**config.mk**
```make
export PLATFORM = sky130hd
export DESIGN_NAME = vram_write_queue
export DESIGN_NICKNAME = d
export VERILOG_FILES = /design/src/rtl/vram_write_queue_pkg.sv /design/src/rtl/sync_fifo_m.sv /design/src/rtl/vram_write_queue.sv
export SDC_FILE = /design/constraint.sdc
export NUM_CORES = 1
export LEC_CHECK = 0
export BUFFER_PORTS_ARGS = -buffer_cell sky130_fd_sc_hd__buf_2
export CAP_MARGIN = 20
export CORE_ASPECT_RATIO = 1.5
export CORE_UTILIZATION = 40
export DETAILED_ROUTE_END_ITERATION = 10
export GPL_ROUTABILITY_DRIVEN = 0
export PLACE_DENSITY = 0.64
export SLEW_MARGIN = 20
export SYNTH_ARGS = -nofsm -noshare
export SYNTH_HDL_FRONTEND = slang
export SYNTH_HIERARCHICAL = 1
export SYNTH_SLANG_ARGS = --single-unit
```
**constraint.sdc**
```tcl
create_clock -name clk_12_5875 -period 3 [get_ports clk_12_5875]
set_input_delay 0.45 -clock clk_12_5875 [delete_from_list [all_inputs] [get_ports clk_12_5875]]
set_output_delay 0.45 -clock clk_12_5875 [all_outputs]
set_load 0.05 [all_outputs]
```
**src/rtl/vram_write_queue_pkg.sv**
```systemverilog
`default_nettype none
// ============================================================================
// Module   : vram_write_queue_pkg
// Brief    : Shared constants for the VRAM write queue: default VRAM address
//            width, default FIFO depth and drain FSM state encodings.
// Revision : 1.0 - initial release
// ============================================================================

`ifndef VRAM_ADDR_WIDTH
`define VRAM_ADDR_WIDTH 16
`endif

package vram_write_queue_pkg;

    localparam int VRAM_ADDR_WIDTH    = `VRAM_ADDR_WIDTH;
    localparam int FIFO_DEPTH_DEFAULT = 16;

    // Drain FSM encodings
    localparam logic [0:0] ST_IDLE  = 1'b0;
    localparam logic [0:0] ST_DRAIN = 1'b1;

endpackage : vram_write_queue_pkg

`default_nettype wire

```
**src/rtl/sync_fifo_m.sv**
```systemverilog
`default_nettype none
// ============================================================================
// Module   : sync_fifo_m
// Brief    : Generic synchronous circular-buffer FIFO with occupancy count,
//            full/empty flags and an "amend" port that rewrites the newest
//            entry in place. Head data is presented combinationally.
// Revision : 1.0 - initial release
// ============================================================================

module sync_fifo_m #(
    parameter int DEPTH = 16,   // power of two, minimum 2
    parameter int WIDTH = 8
) (
    input  logic                       clk,
    input  logic                       rst,        // synchronous, active-low
    input  logic                       push,
    input  logic                       pop,
    input  logic                       amend,      // overwrite entry at tail-1
    input  logic [WIDTH-1:0]           wdata,
    output logic [WIDTH-1:0]           rdata,      // entry at head
    output logic [WIDTH-1:0]           last_rdata, // entry at tail-1
    output logic                       full,
    output logic                       empty,
    output logic [$clog2(DEPTH):0]     count
);

    localparam int PTR_W = $clog2(DEPTH);
    localparam int CNT_W = PTR_W + 1;

    localparam logic [PTR_W-1:0] PTR_ONE  = PTR_W'(1);
    localparam logic [CNT_W-1:0] CNT_ONE  = CNT_W'(1);
    localparam logic [CNT_W-1:0] CNT_FULL = CNT_W'(DEPTH);

    logic [WIDTH-1:0] mem_q [DEPTH];
    logic [WIDTH-1:0] mem_d [DEPTH];
    logic [PTR_W-1:0] head_q, head_d;
    logic [PTR_W-1:0] tail_q, tail_d;
    logic [CNT_W-1:0] count_q, count_d;
    logic [PTR_W-1:0] last_ptr;

    assign last_ptr   = tail_q - PTR_ONE;
    assign rdata      = mem_q[head_q];
    assign last_rdata = mem_q[last_ptr];
    assign full       = (count_q == CNT_FULL);
    assign empty      = (count_q == '0);
    assign count      = count_q;

    // Next-state for storage, pointers and count; pointers wrap at DEPTH
    always_comb begin
        mem_d  = mem_q;
        head_d = head_q;
        tail_d = tail_q;
        if (amend) begin
            mem_d[last_ptr] = wdata;
        end
        if (push) begin
            mem_d[tail_q] = wdata;
            tail_d        = tail_q + PTR_ONE;
        end
        if (pop) begin
            head_d = head_q + PTR_ONE;
        end
        unique case ({push, pop})
            2'b10:   count_d = count_q + CNT_ONE;
            2'b01:   count_d = count_q - CNT_ONE;
            default: count_d = count_q;
        endcase
    end

    // Pointer and count registers
    always_ff @(posedge clk) begin
        if (!rst) begin
            head_q  <= '0;
            tail_q  <= '0;
            count_q <= '0;
        end else begin
            head_q  <= head_d;
            tail_q  <= tail_d;
            count_q <= count_d;
        end
    end

    // Entry storage; contents are meaningless while count says empty
    always_ff @(posedge clk) begin
        mem_q <= mem_d;
    end

endmodule : sync_fifo_m

`default_nettype wire

```
**src/rtl/vram_write_queue.sv**
```systemverilog
`default_nettype none
// ============================================================================
// Module   : vram_write_queue
// Brief    : Buffers CPU VRAM writes in a FIFO and drains them to the GPU
//            write port one per clock while vblank is open. Sticky overflow
//            flags dropped writes.
//            Build option: VRAM_WRITE_QUEUE_COALESCE_EN - a write to the same
//            address as the newest queued entry rewrites that entry's data.
// Revision : 1.0 - initial release
// ============================================================================

module vram_write_queue
    import vram_write_queue_pkg::*;
#(
    parameter int DEPTH  = FIFO_DEPTH_DEFAULT,
    parameter int ADDR_W = `VRAM_ADDR_WIDTH,
    parameter int DATA_W = 8
) (
    input  logic                       clk_12_5875,
    input  logic                       rst,          // synchronous, active-low
    input  logic                       wr_en,
    input  logic [ADDR_W-1:0]          wr_addr,
    input  logic [DATA_W-1:0]          wr_data,
    input  logic                       vblank,
    output logic [DATA_W-1:0]          gpu_data,
    output logic [ADDR_W-1:0]          gpu_address,
    output logic                       gpu_cs,
    output logic                       full,
    output logic                       empty,
    output logic                       overflow,
    output logic [$clog2(DEPTH):0]     level
);

    localparam int ENT_W = ADDR_W + DATA_W;
    localparam int CNT_W = $clog2(DEPTH) + 1;
    localparam logic [CNT_W-1:0] CNT_ONE = CNT_W'(1);

    logic [ENT_W-1:0]  head_ent;
    logic [ENT_W-1:0]  last_ent;
    logic              fifo_full;
    logic              fifo_empty;
    logic [CNT_W-1:0]  fifo_count;

    logic              push_en;
    logic              pop_en;
    logic              amend_en;

    logic [0:0]        state_q, state_d;
    logic              cs_q, cs_d;
    logic [DATA_W-1:0] data_q, data_d;
    logic [ADDR_W-1:0] addr_q, addr_d;
    logic              overflow_q, overflow_d;

    sync_fifo_m #(
        .DEPTH (DEPTH),
        .WIDTH (ENT_W)
    ) u_fifo (
        .clk        (clk_12_5875),
        .rst        (rst),
        .push       (push_en),
        .pop        (pop_en),
        .amend      (amend_en),
        .wdata      ({wr_addr, wr_data}),
        .rdata      (head_ent),
        .last_rdata (last_ent),
        .full       (fifo_full),
        .empty      (fifo_empty),
        .count      (fifo_count)
    );

`ifdef VRAM_WRITE_QUEUE_COALESCE_EN
    // Same-address write folds into the newest entry unless that entry is
    // the one leaving the queue this cycle.
    assign amend_en = wr_en && !fifo_empty
                   && (last_ent[ENT_W-1:DATA_W] == wr_addr)
                   && !(pop_en && (fifo_count == CNT_ONE));
`else
    logic w_unused_last;
    assign w_unused_last = ^last_ent;
    assign amend_en      = 1'b0;
`endif

    // The pop qualifies already in the cycle vblank is first seen, so the
    // first cs follows the vblank sample by exactly one clock.
    assign pop_en  = vblank && !fifo_empty;
    assign push_en = wr_en && !amend_en && !fifo_full;

    // Drain FSM, output register and sticky overflow next-state
    always_comb begin
        state_d    = state_q;
        cs_d       = pop_en;
        data_d     = data_q;
        addr_d     = addr_q;
        overflow_d = overflow_q | (wr_en & ~amend_en & fifo_full);
        if (pop_en) begin
            addr_d = head_ent[ENT_W-1:DATA_W];
            data_d = head_ent[DATA_W-1:0];
        end
        unique case (state_q)
            ST_IDLE: begin
                if (vblank && !fifo_empty) begin
                    state_d = ST_DRAIN;
                end
            end
            ST_DRAIN: begin
                if (!vblank || (pop_en && !push_en && (fifo_count == CNT_ONE))) begin
                    state_d = ST_IDLE;
                end
            end
            default: state_d = ST_IDLE;
        endcase
    end

    // Registered GPU port, FSM state and overflow flag
    always_ff @(posedge clk_12_5875) begin
        if (!rst) begin
            state_q    <= ST_IDLE;
            cs_q       <= 1'b0;
            data_q     <= '0;
            addr_q     <= '0;
            overflow_q <= 1'b0;
        end else begin
            state_q    <= state_d;
            cs_q       <= cs_d;
            data_q     <= data_d;
            addr_q     <= addr_d;
            overflow_q <= overflow_d;
        end
    end

    assign gpu_cs      = cs_q;
    assign gpu_data    = data_q;
    assign gpu_address = addr_q;
    assign overflow    = overflow_q;
    assign full        = fifo_full;
    assign empty       = fifo_empty;
    assign level       = fifo_count;

endmodule : vram_write_queue

`default_nettype wire

```
Word-level counts from Yosys, hierarchy flattened
Index checks and enable logic that the tools add are counted.

Register bits: 423. Bits in latches: 0. Bits in writable memories: 0. Bits in read-only memories: 0. Bits of input ports: 28. Output and inout bits: 33. Word-level logic and storage cells: 51. Memories: 0.

$add $sub $neg: 4. $mul: 0. Div/mod/pow operators: 0. Order comparisons: 3. Equal/unequal tests: 3. Shifts and indexed selects: 0. Muxes and demuxes: 7. Bitwise gates (word level): 4. Reductions and logical operators: 7.

Operators with widths (number): $bwmux W384 (1); $bmux W24 S4 (1); $demux W24 S4 (1); $mux W24 (3); $ge A5 B5 Y1 const B (2); $not A4 Y5 (2); $pmux W5 S2 (1); $add A4 B1 Y4 const B (2); $add A5 B1 Y5 const B (1); $eq A5 B5 Y1 const B (1); $logic_not A5 Y1 (1); $lt A5 B1 Y1 const B (1); $sub A5 B1 Y5 const B (1); $logic_and A1 B1 Y1 (3); $eq A2 B1 Y1 const B (1); $eq A2 B2 Y1 const B (1); $logic_not A1 Y1 (2); $reduce_bool A2 Y1 (1); $and A1 B1 Y1 (1); $or A1 B1 Y1 (1).

Logic depth before layout (Yosys ltp)
Gate-level depths: netlist of the first run.

Word-level depth: 6. Depth in mapped cells: 12. Gate-level depth less buffers: 10.

Hierarchy
The synthesis of the first run kept the hierarchy.

By module, submodules not included: sync_fifo_m (instances 1, cells an instance 1292, area each 20075.5 um^2, sequential area each 7947.6 um^2); vram_write_queue (instances 1, cells an instance 113, area each 1072.3 um^2, sequential area each 520.5 um^2).

Worst setup path after synthesis of the first run
Ideal clock, no wire load.

Kind: register to register. From: register u_fifo.count_q[0], in the netlist u_fifo/count[0]. To: register u_fifo.count_q[4], in the netlist u_fifo/count[4]. Library setup time: 0.072 ns. Data arrival time: 3.676 ns. Required time: 2.928 ns. Slack: -0.748 ns. Stages on the path, launching flop included: 12. Buffers on the path: 2. Period minus slack after synthesis: 3.748 ns. Path through: dfxtp_1 -> or4_1 -> nor2_1 -> nor2b_4 -> buf_12 -> buf_12 -> ha_1 -> fa_1 -> a21o_1 -> a21oi_1 -> mux2i_1 -> mux2i_1.

Longest elaborated chain between the ends: 5. Elaborated cells between the ends (all ways): 12. Those cells by class: add/sub (2); eq/ne (3); mux (1); reduce/logical (6).

RTL lines: start: declaration (line sync_fifo_m.sv:38) `logic [CNT_W-1:0] count_q, count_d;`; start signal: assignment (line sync_fifo_m.sv:79) `count_q <= count_d;`; $logic_not A5 Y1 (*) (line sync_fifo_m.sv:45) `assign empty = (count_q == '0);`; via empty (line vram_write_queue.sv:29) `output logic empty,`; $logic_not A1 Y1 (*); $logic_and A1 B1 Y1 (*); via cs_d (line vram_write_queue.sv:49) `logic cs_q, cs_d;`; $eq A2 B1 Y1 or $eq A2 B2 Y1 (tied branches) (line sync_fifo_m.sv:63) `unique case ({push, pop})`; $pmux W5 S2 or $reduce_bool A2 Y1 (tied branches).

The timed path passes the listed nets; every way through them passes the cells marked *. A chain may end at the register's enable or synchronous reset.

Worst setup path in the final report of the first run
From: register u_fifo.count_q[1], in the netlist u_fifo/count[1]. To: register u_fifo/mem_q[272] (netlist bit).

Longest elaborated chain between the ends: 3.

RTL lines: $eq A5 B5 Y1 (line sync_fifo_m.sv:44) `assign full = (count_q == CNT_FULL);`; $logic_not A1 Y1 (line vram_write_queue.sv:86) `assign push_en = wr_en && !amend_en && !fifo_full;`; $logic_and A1 B1 Y1 (line vram_write_queue.sv:86); via push_en (line vram_write_queue.sv:44) `logic push_en;`; end signal: assignment (line sync_fifo_m.sv:85) `mem_q <= mem_d;`; end: declaration (line sync_fifo_m.sv:34) `logic [WIDTH-1:0] mem_q [DEPTH];`.

The timed path passes the listed nets, and every way through them passes these cells.

==> out/metrics.yaml, run 1 <==
hold_path:
  hold_path.startpoint: "wr_en"
  hold_path.class: "input port to register"
clock_tree:
  clock_tree.buffer_depth: 3
  ctsRootBufferMaster: "sky130_fd_sc_hd__clkbuf_16"
  cts_tree: "done"
  h_tree_lvls: 2
  numClockSinks: 423
  clk-insertion-delay-late_ns: 0.54
  cts.clk_slew.worst_paths_ns: 0.06
  post_cts.repair.setup_buffers: 0
  tritoncts_buffers: 41
placed_design:
  placement.setup.worst_slack_ns: 0.115
  post-place-cells: 1833
  port_buffers: 60
  detailedPlacementHpwl_um: 24700
die:
  floorplan.initialDensity: 0.406
  die-height_um: 264
  die_w_um: 176
  core_region_area_um2: 44900
  die_area_um2: 46500
  io-pin-count: 61
  num_rows: 95
setup_path:
  crit_start: "u_fifo/count[1]"
  critical_path_class: "register to register"
  cp_max_fo: 24
  worstSetupStartpointType: "register"
  r2r_start: "u_fifo/count[1]"
  cp.arrival_ns: 3.05
  cp-end-kind: "register"
  crit_required_ns: 3.42
timing:
  timing.fmax_mhz: 380
  finalHoldWorstSlack_ns: 0.177
  timing.slew.headroom: 0.310
  min_period_over_period: 0.877
  timing.final.crit_period_ns: 2.63
  final-hold-violation-count: 0
  worst_pin_slew_ns: 1.03
  totalNegativeSetupSlack_ns: 0
  fin_max_slew_vios: 0
  timing.final.setup_violations: 0
  fin_worst_skew_ns: 0.00995
  unrepaired_setup_endpoints_after_global_routing: "false"
  postLayoutSetupSlackWorst_ns: 0.369
synthesis:
  synth-warning-count: 6
  syn_area_per_cell_um2: 14.5
  syn-cell-area_um2: 18300
  netlist_instances: 1258
routing:
  routed-via-count: 10037
  drt.antenna.violating_nets: 0
  detail_route.wl_per_cell_um: 20.7
  routed_via_density: 5.26
  routed_wl_um: 39400
  dr.pass1.iters: 4
  detail_route.drc_violations: 0
  drt_iter0_drc: 416
global_routing:
  gr-usage-all-layers: 0.176
  number_of_antenna_violations_at_the_first_check_in_global_routing: 0
  globalRouteOverflowTotal: 0
  grt_pass1_wl_um: 63100
  grt_pass1_vias: 10866
  grt_max_degree: 73
status:
  status: "finished, final reports clean"
flow_run:
  cap_violations: 0
pwr:
  powerDensity_nw_per_um2: 1110
  power.ir.vdd_worst_mv: 0.400
  leakage_nw: 8.28
cells_and_area:
  drive_gt1_frac: 0.388
  post-route-util: 0.456
  n_antenna_cell: 0
  instances_no_fill: 1907
  layout.nets: 1336
  flow.area_growth_from_synthesis_pct: 12.2
power by group:
part | total, mW | leakage (nW) | switching, mW | internal [mW]
Clock | 5.41 | 0.707 | 2.16 | 3.25
Sequential | 9.55 | 3.53 | 1.25 | 8.30
Combinational | 7.82 | 4.05 | 3.30 | 4.52
area by class of cell:
| type | instances | area (um^2) |
|---|---|---|
| clock buffer | 59 | 1220 |
| multi-input combinational | 724 | 9110 |
| clock inverter | 15 | 208 |
| tap | 582 | 728 |
| sequential | 423 | 8490 |
| fill | 3952 | 24400 |
| timing repair buffer | 99 | 718 |
| inverter | 5 | 18.8 |
path summary, 6_finish.rpt:
| check | cells after the start | slack, ns | endpoint |
|---|---|---|---|
| worst max-delay path | 8 | 0.37 | u_fifo/mem_q[272] |
| worst min-delay path | 3 | 0.18 | overflow |
| worst max register to register | 8 | 0.37 | u_fifo/mem_q[272] |
| worst min register to register | 2 | 0.45 | gpu_address[15] |
state kept, by name (all words and copies together), names as in the netlist:
register       flops
gpu_data           8
overflow           1
u_fifo/count       5
u_fifo/mem_q     384
u_fifo/tail_q      4
gpu_address       16
gpu_cs             1
u_fifo/head_q      4
placed cells by master (no fill, tap or decap), drive strengths merged, types with 4 or more instances in the layout:
cell and n:
clkbuf 59, ha 13, xnor2 6, mux2i 29
a21oi 9, nor2 6, o31ai 6, nand2 57
buf 99, clkinv 9, and2 10, nor2b 7
bufinv 5, nand3b 4, and3 4, mux2 384
dfxtp 423, nand2b 4, nand3 8, o21ai 19
mux4 120, conb 7, inv 6
critical path: stages, from the launching register on:
cell and delay (ns):
sky130_fd_sc_hd__dfxtp_4 0.36, sky130_fd_sc_hd__or4_4 0.57, sky130_fd_sc_hd__nor2_4 0.12, sky130_fd_sc_hd__nor2b_2 0.12
sky130_fd_sc_hd__and2_1 0.18, sky130_fd_sc_hd__o21ai_1 0.34, sky130_fd_sc_hd__a31oi_4 0.12, sky130_fd_sc_hd__buf_4 0.30
sky130_fd_sc_hd__mux2_1 0.37
metal layers:
layer / up-vias / part of all wire / track usage
li1: 4688 / - / -
met1: 5147 / 0.41 / 0.204
met2: 133 / 0.53 / 0.324
met3: 69 / 0.025 / 0.0227
met4: 0 / 0.031 / 0.0671
met5: - / 0 / 0
stage by stage:
| step | instance area, um^2 | total power [mW] |
|---|---|---|
| floorplan | 18300 | 15.8 |
| global placement | 19100 | 17.3 |
| detailed placement | 19100 | 17.6 |
| CTS | 20500 | 23.1 |
| global route | 20500 | 24.1 |
| finish | 20500 | 22.8 |
repair_timing:
action	in CTS	in global routing
setup endpoints to repair	0	76
hold buffers	0	0
gates resized for setup	0	1
No activity file was read; power rests on OpenSTA's default activity.
==> run 2: changes to the inputs <==
Settings changed: GPL_TIMING_DRIVEN set to 0, HOLD_SLACK_MARGIN set to 0.08, PLACE_DENSITY 0.64 to 0.62.
Clock period 3 ns to 2.95 ns, I/O delays scaled along.
==> run 2 against run 1 <==
Non-clock buffer count up 85; critical path depth up 3; maximum frequency down 7.9%; global-route usage up 2.4 points; clock-buffer cell count up 7; register-to-register slack worse by 0.28 ns; critical path type unchanged; clock skew up 0.0049 ns.
==> out/metrics.yaml, run 2 (synthesis gave the netlist of run 1 again) <==
status:
  status: "finished, final reports clean"
cells_and_area:
  multi_input_area_um2: 9060  # -0.51%
  final.fill_count: 4005  # +1.3%
  area.sequential_um2: 8480  # -0.12%
  largest-register: "u_fifo/mem_q"
  largest_register_ffs: 384  # unchanged
  instances_no_fill: 1994  # +4.6%
  flow.area_growth_from_synthesis_pct: 14.0
  post-route-util: 0.463  # +0.00716
  layout.nets: 1421  # +6.4%
  most_common_cell_after_layout_fill_and_taps_aside: "sky130_fd_sc_hd__dfxtp_1"
  drive_gt1_frac: 0.388  # +0.000453
  mostFrequentLayoutCells: "sky130_fd_sc_hd__dfxtp_1 (419), sky130_fd_sc_hd__mux2_1 (198), sky130_fd_sc_hd__mux4_2 (120), sky130_fd_sc_hd__mux2_4 (100), sky130_fd_sc_hd__buf_2 (87)"
timing:
  unrepaired_setup_endpoints_after_global_routing: "false"
  timing.fmax_mhz: 350  # -7.9%
  fin_max_slew_vios: 0  # unchanged
  worst_pin_slew_ns: 0.992  # -0.0380 ns
  final-hold-violation-count: 0  # unchanged
  totalNegativeSetupSlack_ns: 0  # unchanged
  min_period_over_period: 0.968  # +0.0913
  fin_worst_skew_ns: 0.0148  # +0.00489 ns
  timing.slew.headroom: 0.338  # +0.0280
  timing.final.setup_violations: 0  # unchanged
  timing.final.crit_period_ns: 2.86  # +0.225 ns
  postLayoutSetupSlackWorst_ns: 0.0938  # -0.275 ns
clock_tree:
  ctsHoldBuffers: 0  # unchanged
  numClockSinks: 423  # unchanged
  ctsRootBufferMaster: "sky130_fd_sc_hd__clkbuf_16"
  h_tree_lvls: 2  # unchanged
  clock_tree.buffer_depth: 3  # unchanged
  cts.clk_slew.worst_paths_ns: 0.06  # about the same
  cts_tree: "done"
  clk-insertion-delay-late_ns: 0.56  # +0.02 ns
  tritoncts_buffers: 41  # unchanged
routing:
  drt_iter0_drc: 448  # +7.7%
  detail_route.wl_per_cell_um: 22.7  # +10%
  routed_wl_um: 45300  # +15%
  detail_route.drc_violations: 0  # unchanged
  routed_via_density: 5.25  # -0.20%
  dr.pass1.iters: 4  # unchanged
  routed-via-count: 10474  # +4.4%
  drt.antenna.violating_nets: 0  # unchanged
placed_design:
  detailedPlacementHpwl_um: 30500  # +24%
  port_buffers: 60  # unchanged
  placement.setup.worst_slack_ns: -0.0434  # -0.159 ns
  post-place-cells: 1906  # +4.0%
pwr:
  power.ir.vdd_worst_mv: 0.463  # +16%
  powerDensity_nw_per_um2: 1110  # +0.28%
  leakage_nw: 8.50  # +2.6%
global_routing:
  number_of_antenna_violations_at_the_first_check_in_global_routing: 1  # +1
  grt_pass1_wl_um: 69300  # +9.8%
  gr-usage-all-layers: 0.200  # +0.0241
  grt_pass1_vias: 11246  # +3.5%
  grt_max_degree: 15  # -79%
  globalRouteOverflowTotal: 0  # unchanged
die:
  core_region_area_um2: 44900  # unchanged
  die_area_um2: 46500  # unchanged
  num_rows: 95  # unchanged
  die_w_um: 176  # unchanged
  die-height_um: 264  # unchanged
  floorplan.initialDensity: 0.406  # unchanged
  io-pin-count: 61  # unchanged
setup_path:
  critical_path_class: "register to register"
  worstRegToRegCells: 11  # +3
  r2r_start: "u_fifo/count[1]"
  rrSetupSlack_ns: 0.09  # -0.28 ns
  worstSetupStartpointType: "register"
  rr_endpoint: "u_fifo/count[4]"
  cp_max_fo: 14  # -42%
  crit_required_ns: 3.42  # about the same
  cp-end-kind: "register"
  cp.arrival_ns: 3.33  # +0.28 ns
hold_path:
  hold_path.class: "input port to register"
  hold_end: "overflow"
  hold_path.startpoint: "wr_en"
  min_delay_path_depth: 3  # unchanged
flow_run:
  cap_violations: 0  # unchanged
## run 2: changes by cell type in the layout (fill, tap and decap cells not counted), sizes merged
| cell | before | now |
|---|---|---|
| clkinv | 9 | 7 |
| diode | 0 | 1 |
| bufinv | 5 | 1 |
| clkbuf | 59 | 105 |
| buf | 99 | 145 |
## run 2: critical path, stage by stage, from the launching register on
cell and delay, ns:
sky130_fd_sc_hd__dfxtp_4 0.36, sky130_fd_sc_hd__or4_4 0.57, sky130_fd_sc_hd__nor2_4 0.15, sky130_fd_sc_hd__nor2b_4 0.05
sky130_fd_sc_hd__buf_12 0.15, sky130_fd_sc_hd__buf_12 0.17, sky130_fd_sc_hd__ha_4 0.20, sky130_fd_sc_hd__fa_2 0.37
sky130_fd_sc_hd__a21o_1 0.18, sky130_fd_sc_hd__a21oi_2 0.14, sky130_fd_sc_hd__mux2i_1 0.24, sky130_fd_sc_hd__mux2i_1 0.19
## run 2: routing by layer
metal | part of all wire | vias up | track usage
met5 | 0.00031 | - | 0
met4 | 0.039 | 2 | 0.0799
met3 | 0.034 | 89 | 0.0264
met2 | 0.54 | 192 | 0.372
met1 | 0.39 | 5328 | 0.227
li1 | - | 4863 | -
## run 2: through the flow
stage / power [mW] / instance area, um^2 / hold WS (ns)
2_1_floorplan: 16.1 / 18300 / 0.429
4_1_cts: 23.4 / 20700 / 0.149
5_1_grt: 24.4 / 20800 / 0.170
6_report: 23.2 / 20800 / 0.168
3_3_place_gp: 17.8 / 19400 / 0.435
3_5_place_dp: 18.2 / 19400 / 0.442
## run 2: worst max-delay path by stage
stage	startpoint	to	slack [ns]	cells past startpoint
final	u_fifo/count[1]	u_fifo/count[4]	0.09	11
after global routing	u_fifo/count[1]	u_fifo/count[4]	0.008	11
after CTS	u_fifo/count[1]	u_fifo/mem_q[70]	0.02	9
after detailed placement	u_fifo/tail_q[0]	u_fifo/mem_q[93]	-0.04	11
after global placement	u_fifo/tail_q[0]	u_fifo/mem_q[90]	0.003	11
after floorplan	u_fifo/count[1]	u_fifo/count[4]	-0.04	11
## run 2: cell type report
| cell class | count | share of cell area |
|---|---|---|
| Clock buffer | 66 | 0.0592 |
| Inverter | 5 | 0.000902 |
| Multi-Input combinational cell | 724 | 0.436 |
| Clock inverter | 9 | 0.00475 |
| Sequential cell | 423 | 0.407 |
| Buffer | 112 | 0.0377 |
| Timing Repair Buffer | 72 | 0.0194 |
| Tap cell | 582 | 0.0350 |
| Antenna cell | 1 | 0.000120 |
## run 2: timing repair
action,in CTS,in global routing
gates resized for setup,2,3
endpoints found under the setup margin,27,163
pin swaps,1,4
setup buffers,2,10
## run 2: power breakdown
part | internal [mW] | switching, mW | total, mW
sequential | 8.44 | 1.23 | 9.67
combinational | 4.71 | 3.61 | 8.33
clock | 2.96 | 2.24 | 5.21
total | 16.1 | 7.09 | 23.2
